### config.mk
export PLATFORM = sky130hd
export DESIGN_NAME = uart_echo_fifo
export DESIGN_NICKNAME = d
export VERILOG_FILES = /design/src/rtl/uart_echo_fifo.sv
export SDC_FILE = /design/constraint.sdc
export NUM_CORES = 1
export LEC_CHECK = 0
export CORE_ASPECT_RATIO = 1.1
export CORE_MARGIN = 2
export CORE_UTILIZATION = 30
export DETAILED_ROUTE_END_ITERATION = 8
export GPL_ROUTABILITY_DRIVEN = 0
export GPL_TIMING_DRIVEN = 0
export PLACE_DENSITY = 0.42
export SETUP_SLACK_MARGIN = 0.4
export SLEW_MARGIN = 20
export SYNTH_ARGS = -nofsm -noshare
export SYNTH_HDL_FRONTEND = slang
export SYNTH_SLANG_ARGS = --single-unit
### constraint.sdc
create_clock -name clk -period 5.5 [get_ports clk]
set_input_delay 0.825 -clock clk [delete_from_list [all_inputs] [get_ports clk]]
set_output_delay 0.825 -clock clk [all_outputs]
set_load 0.02 [all_outputs]
### src/rtl/uart_echo_fifo.sv
// uart_echo_fifo
//   Byte FIFO in the UART echo path. Every rx_ready strobe from uart_rx is
//   captured into a DEPTH-entry buffer. A small read FSM drains the buffer into
//   uart_tx using the tx_start/tx_busy handshake. Bytes that arrive while the
//   buffer is full are dropped and counted.
//
// Ports
//   clk, rst_n   : system clock, asynchronous active-low reset
//   rx_ready     : one-cycle strobe, rx_data holds a received byte
//   rx_data      : received byte
//   tx_busy      : uart_tx busy flag
//   tx_start     : transmit request, held until tx_busy is seen high
//   tx_data      : byte for uart_tx, stable while tx_start is high
//   count        : bytes stored (0..DEPTH), post-edge value
//   empty / full : count == 0 / count == DEPTH
//   overflow     : one-cycle pulse when a byte is dropped
//   drop_cnt     : saturating dropped-byte counter (sticks at 255)
//   dbg_state    : read FSM state (0 IDLE, 1 SEND, 2 DRAIN)
//
// Handshake: tx_start rises in IDLE only when a byte is queued and tx_busy is
// low. It stays high, with tx_data frozen, until tx_busy is sampled high; that
// edge pops the byte. The FSM then waits for tx_busy to fall before it may
// start the next byte.
module uart_echo_fifo #(
   parameter int DEPTH  = 16,
   parameter int ADDR_W = 4
) (
   input  logic              clk,
   input  logic              rst_n,
   input  logic              rx_ready,
   input  logic [7:0]        rx_data,
   input  logic              tx_busy,
   output logic              tx_start,
   output logic [7:0]        tx_data,
   output logic [ADDR_W:0]   count,
   output logic              empty,
   output logic              full,
   output logic              overflow,
   output logic [7:0]        drop_cnt,
   output logic [1:0]        dbg_state
);

   typedef enum logic [1:0] {
      IDLE  = 2'd0,
      SEND  = 2'd1,
      DRAIN = 2'd2
   } state_t;

   localparam logic [ADDR_W:0] DEPTH_C = (ADDR_W + 1)'(DEPTH);

   state_t            state;
   state_t            state_nxt;
   logic [7:0]        mem [DEPTH];
   logic [ADDR_W-1:0] wr_ptr;
   logic [ADDR_W-1:0] rd_ptr;
   logic              push;
   logic              pop;
   logic              drop;
   logic              load;
   logic              tx_start_nxt;
   logic [ADDR_W:0]   count_nxt;

   // A pop on the same edge frees a slot, so a full FIFO can still accept.
   assign push      = rx_ready && (!full || pop);
   assign drop      = rx_ready && full && !pop;
   assign dbg_state = state;

   always_comb begin
      state_nxt    = state;
      tx_start_nxt = tx_start;
      load         = 1'b0;
      pop          = 1'b0;
      case (state)
         IDLE: begin
            if (!empty && !tx_busy) begin
               load         = 1'b1;
               tx_start_nxt = 1'b1;
               state_nxt    = SEND;
            end
         end
         SEND: begin
            if (tx_busy) begin
               pop          = 1'b1;
               tx_start_nxt = 1'b0;
               state_nxt    = DRAIN;
            end
         end
         DRAIN: begin
            if (!tx_busy) begin
               state_nxt = IDLE;
            end
         end
         default: begin
            state_nxt    = IDLE;
            tx_start_nxt = 1'b0;
         end
      endcase
   end

   always_comb begin
      count_nxt = count;
      case ({push, pop})
         2'b10:   count_nxt = count + 1'b1;
         2'b01:   count_nxt = count - 1'b1;
         default: count_nxt = count;
      endcase
   end

   // Storage is not reset; only the pointers define what is valid.
   always_ff @(posedge clk) begin
      if (push) begin
         mem[wr_ptr] <= rx_data;
      end
   end

   always_ff @(posedge clk or negedge rst_n) begin
      if (!rst_n) begin
         state    <= IDLE;
         tx_start <= 1'b0;
         tx_data  <= 8'h00;
         wr_ptr   <= '0;
         rd_ptr   <= '0;
         count    <= '0;
         empty    <= 1'b1;
         full     <= 1'b0;
         overflow <= 1'b0;
         drop_cnt <= 8'h00;
      end else begin
         state    <= state_nxt;
         tx_start <= tx_start_nxt;
         if (load) begin
            tx_data <= mem[rd_ptr];
         end
         // Pointers are exactly log2(DEPTH) wide, so they wrap on their own.
         if (push) begin
            wr_ptr <= wr_ptr + 1'b1;
         end
         if (pop) begin
            rd_ptr <= rd_ptr + 1'b1;
         end
         count    <= count_nxt;
         empty    <= (count_nxt == '0);
         full     <= (count_nxt == DEPTH_C);
         overflow <= drop;
         if (drop && (drop_cnt != 8'hFF)) begin
            drop_cnt <= drop_cnt + 1'b1;
         end
      end
   end

endmodule
==> results.yml <==
worst_setup_path:
  max_stage_delay_ns: 0.58
  critPathBufInv: 2
  end_kind: "flop"
  reg2reg_depth: 11
  path_cells: "clkdlybuf4s50_1, nand3b_2, a21boi_1, inv_1, ha_1, xor2_1, ha_1, a21oi_1, mux2i_1, xnor2_1, nand2_1, nor3b_1"
  r2r_slack_ns: 2.56
  worstPathRequired_ns: 5.83
  worstSetupStartpointType: "input pin"
  r2r-end: "full"
  timing.rr.start: "dbg_state[1]"
  crit_arrival_ns: 3.68
  cpMostUsedCell: "ha_1"
  critPathKind: "input pin to flop"
  path_max_fanout: 8
  cpLargestDelayFamily: "buffers and inverters"
  cp_slowest_cell: "clkdlybuf4s50_1"
clock_tree:
  cts_resized: 0
  numCtsBuffers: 17
  cts_sinks: 163
  clock_latency_ns: 0.43
  clk_path_buf_depth: 2
  cts_tree: "done"
  clk_root_buffer_cell: "clkbuf_16"
  holdBufCountCts: 0
  htree_levels: 4
  clk_pin_slew_ns: 0.06
  post_cts_buffers: 0
die:
  start_util: 0.302
  pin_count: 39
  rows: 57
  die_w_um: 146
  core_area_sq_um: 21900
  dieArea_sq_um: 23300
  die-height_um: 160
detailed_routing:
  remaining_drc_errors: 0
  initialDrtViolationCount: 226
  via_count: 3414
  wl_per_cell_um: 19.5
  routed_wl_um: 14300
  drtPass1Iterations: 4
  via_per_inst: 4.64
  antenna_left: 0
sta:
  period_share: 0.609
  report.final.hold_viol_count: 0
  max_freq_mhz: 299
  setup_tns_ns: 0
  fin_crit_ns: 3.35
  worst_pin_slew_ns: 0.616
  setup_viol: 0
  relSlewSlack: 0.589
  setup_ws_ns: 2.15
  finClkSkew_ns: 0.0112
  finalMaxSlewViolations: 0
  rsz0062_at_grt: "false"
outcome:
  outcome: "complete, no violations"
grt:
  grt_pass1_vias: 3616
  antenna_found_initial: 0
  grt_max_degree: 28
  grt_pass1_wl_um: 22500
  grt_usage: 0.132
  gr-total-overflow: 0
synthesis:
  syn_nets: 390
  yosys_warnings: 0
  synth_seq_cells: 163
  synth-seq-area-share: 0.713
  synth_edf_count: 128
  synth_cell_types: 43
  ys_async_sr_fraction: 0.215
  synth_cells: 369
  syn_area_sq_um: 6620
  synth_flop_cell: "edfxtp_1"
  avgSynthCellArea_sq_um: 17.9
layout:
  drive_gt1_frac: 0.184
  area_growth_syn_to_layout_pct: 20.1
  nets: 448
  layout_commonest_cell: "edfxtp_1"
  final_cell_mix: "edfxtp_1, clkdlybuf4s50_1, dfrtp_1"
  diodes: 0
  fin_cells: 735
placed_design:
  place_ws_ns: 1.71
  io_buffer_count: 38
  dp_hpwl_um: 9610
  dp.cells: 703
power_and_ir_drop:
  ir_drop_v: 0.000215
  powerDensity_nw_per_um2: 497
  power.leakage_uw: 0.00277
min_path:
  hp-class: "input pin to asynchronous set/reset pin"
job:
  maxCapViolations: 0
logic make-up (layout without fill, tap and decap cells):
kind of cell,after synthesis,count (layout),share of synthesized area
fa+ha+maj,9,9,0.0170
flops,163,163,0.713
buf+inv,24,95,0.0181
mux,44,44,0.127
simple gates,80,80,0.0688
compound gates,30,30,0.0308
xor+xnor,19,19,0.0251
synthesized netlist by cell type (all sizes together) (3+ instances only):
| library cell | count | share of area |
|---|---|---|
| edfxtp | 128 | 0.58 |
| dfrtp | 34 | 0.13 |
| mux4 | 32 | 0.11 |
| nand2 | 22 | 0.012 |
| and2 | 14 | 0.013 |
| xnor2 | 13 | 0.017 |
| buf | 11 | 0.011 |
| mux2i | 11 | 0.017 |
| ha | 9 | 0.017 |
| inv | 9 | 0.0051 |
| nor2 | 8 | 0.0045 |
| o211ai | 6 | 0.0068 |
| o21ai | 6 | 0.0045 |
| xor2 | 6 | 0.0079 |
| a22oi | 5 | 0.0057 |
| and3 | 5 | 0.0047 |
| and4 | 5 | 0.0066 |
| nand4 | 5 | 0.0047 |
| nor3 | 5 | 0.0055 |
| a21oi | 4 | 0.0030 |
| clkbuf | 4 | 0.0023 |
| nor3b | 4 | 0.0045 |
| nor2b | 3 | 0.0028 |
worst max-delay path by stage:
stage,start,to,cells past startpoint
2_1_floorplan,tx_busy,full,11
3_3_place_gp,tx_busy,full,12
3_5_place_dp,tx_busy,full,12
4_1_cts,tx_busy,full,12
5_1_grt,tx_busy,full,12
6_report,tx_busy,full,12
power breakdown:
part           switching (uW)  leakage (uW)  internal, uW
sequential                121       0.00159          1530
combinational             624      0.000899           535
clock                     511      0.000281           636
total                    1260       0.00277          2700
worst register-to-register path: stages, from the launching register on:
cell      delay [ns]
dfrtp_1         0.45
nand3b_2        0.34
a21boi_1        0.30
inv_1           0.15
ha_1            0.32
xor2_1          0.19
ha_1            0.21
a21oi_1         0.16
mux2i_1         0.23
xnor2_1         0.16
nand2_1         0.12
nor3b_1         0.21
routing by layer:
| metal | vias up | part of all wire | global-route usage |
|---|---|---|---|
| li1 | 1559 | - | - |
| met1 | 1802 | 0.48 | 0.181 |
| met2 | 38 | 0.49 | 0.210 |
| met3 | 15 | 0.015 | 0.0240 |
| met4 | 0 | 0.017 | 0.0508 |
| met5 | - | 0 | 0 |
sequential cells by signal, summed over array words and instances (netlist names):
| name | count |
|---|---|
| count | 5 |
| dbg_state | 2 |
| drop_cnt | 8 |
| empty | 1 |
| full | 1 |
| mem | 128 |
| overflow | 1 |
| rd_ptr | 4 |
| tx_data | 8 |
| tx_start | 1 |
| wr_ptr | 4 |
stage by stage:
stage / util / hold WS, ns / instance area, sq um / power [uW]
after detailed placement: 0.337 / 0.488 / 7390 / 2860
after floorplan: - / 0.528 / 6620 / 2420
after global placement: 0.337 / 0.483 / 7370 / 2840
after CTS: 0.363 / 0.251 / 7960 / 4020
final: 0.363 / 0.267 / 7960 / 3950
after global routing: 0.363 / 0.259 / 7960 / 4170
area by class of cell:
class                      instances  area, sq um
buffer                            15         86.3
clock buffer                      17          425
clock inverter                    15          144
fill                            2070        13900
inverter                           9         33.8
multi-input combinational        182         1780
sequential                       163         4720
tap                              295          369
timing repair buffer              39          395
Note: power is estimated with default switching activity, not from simulation.
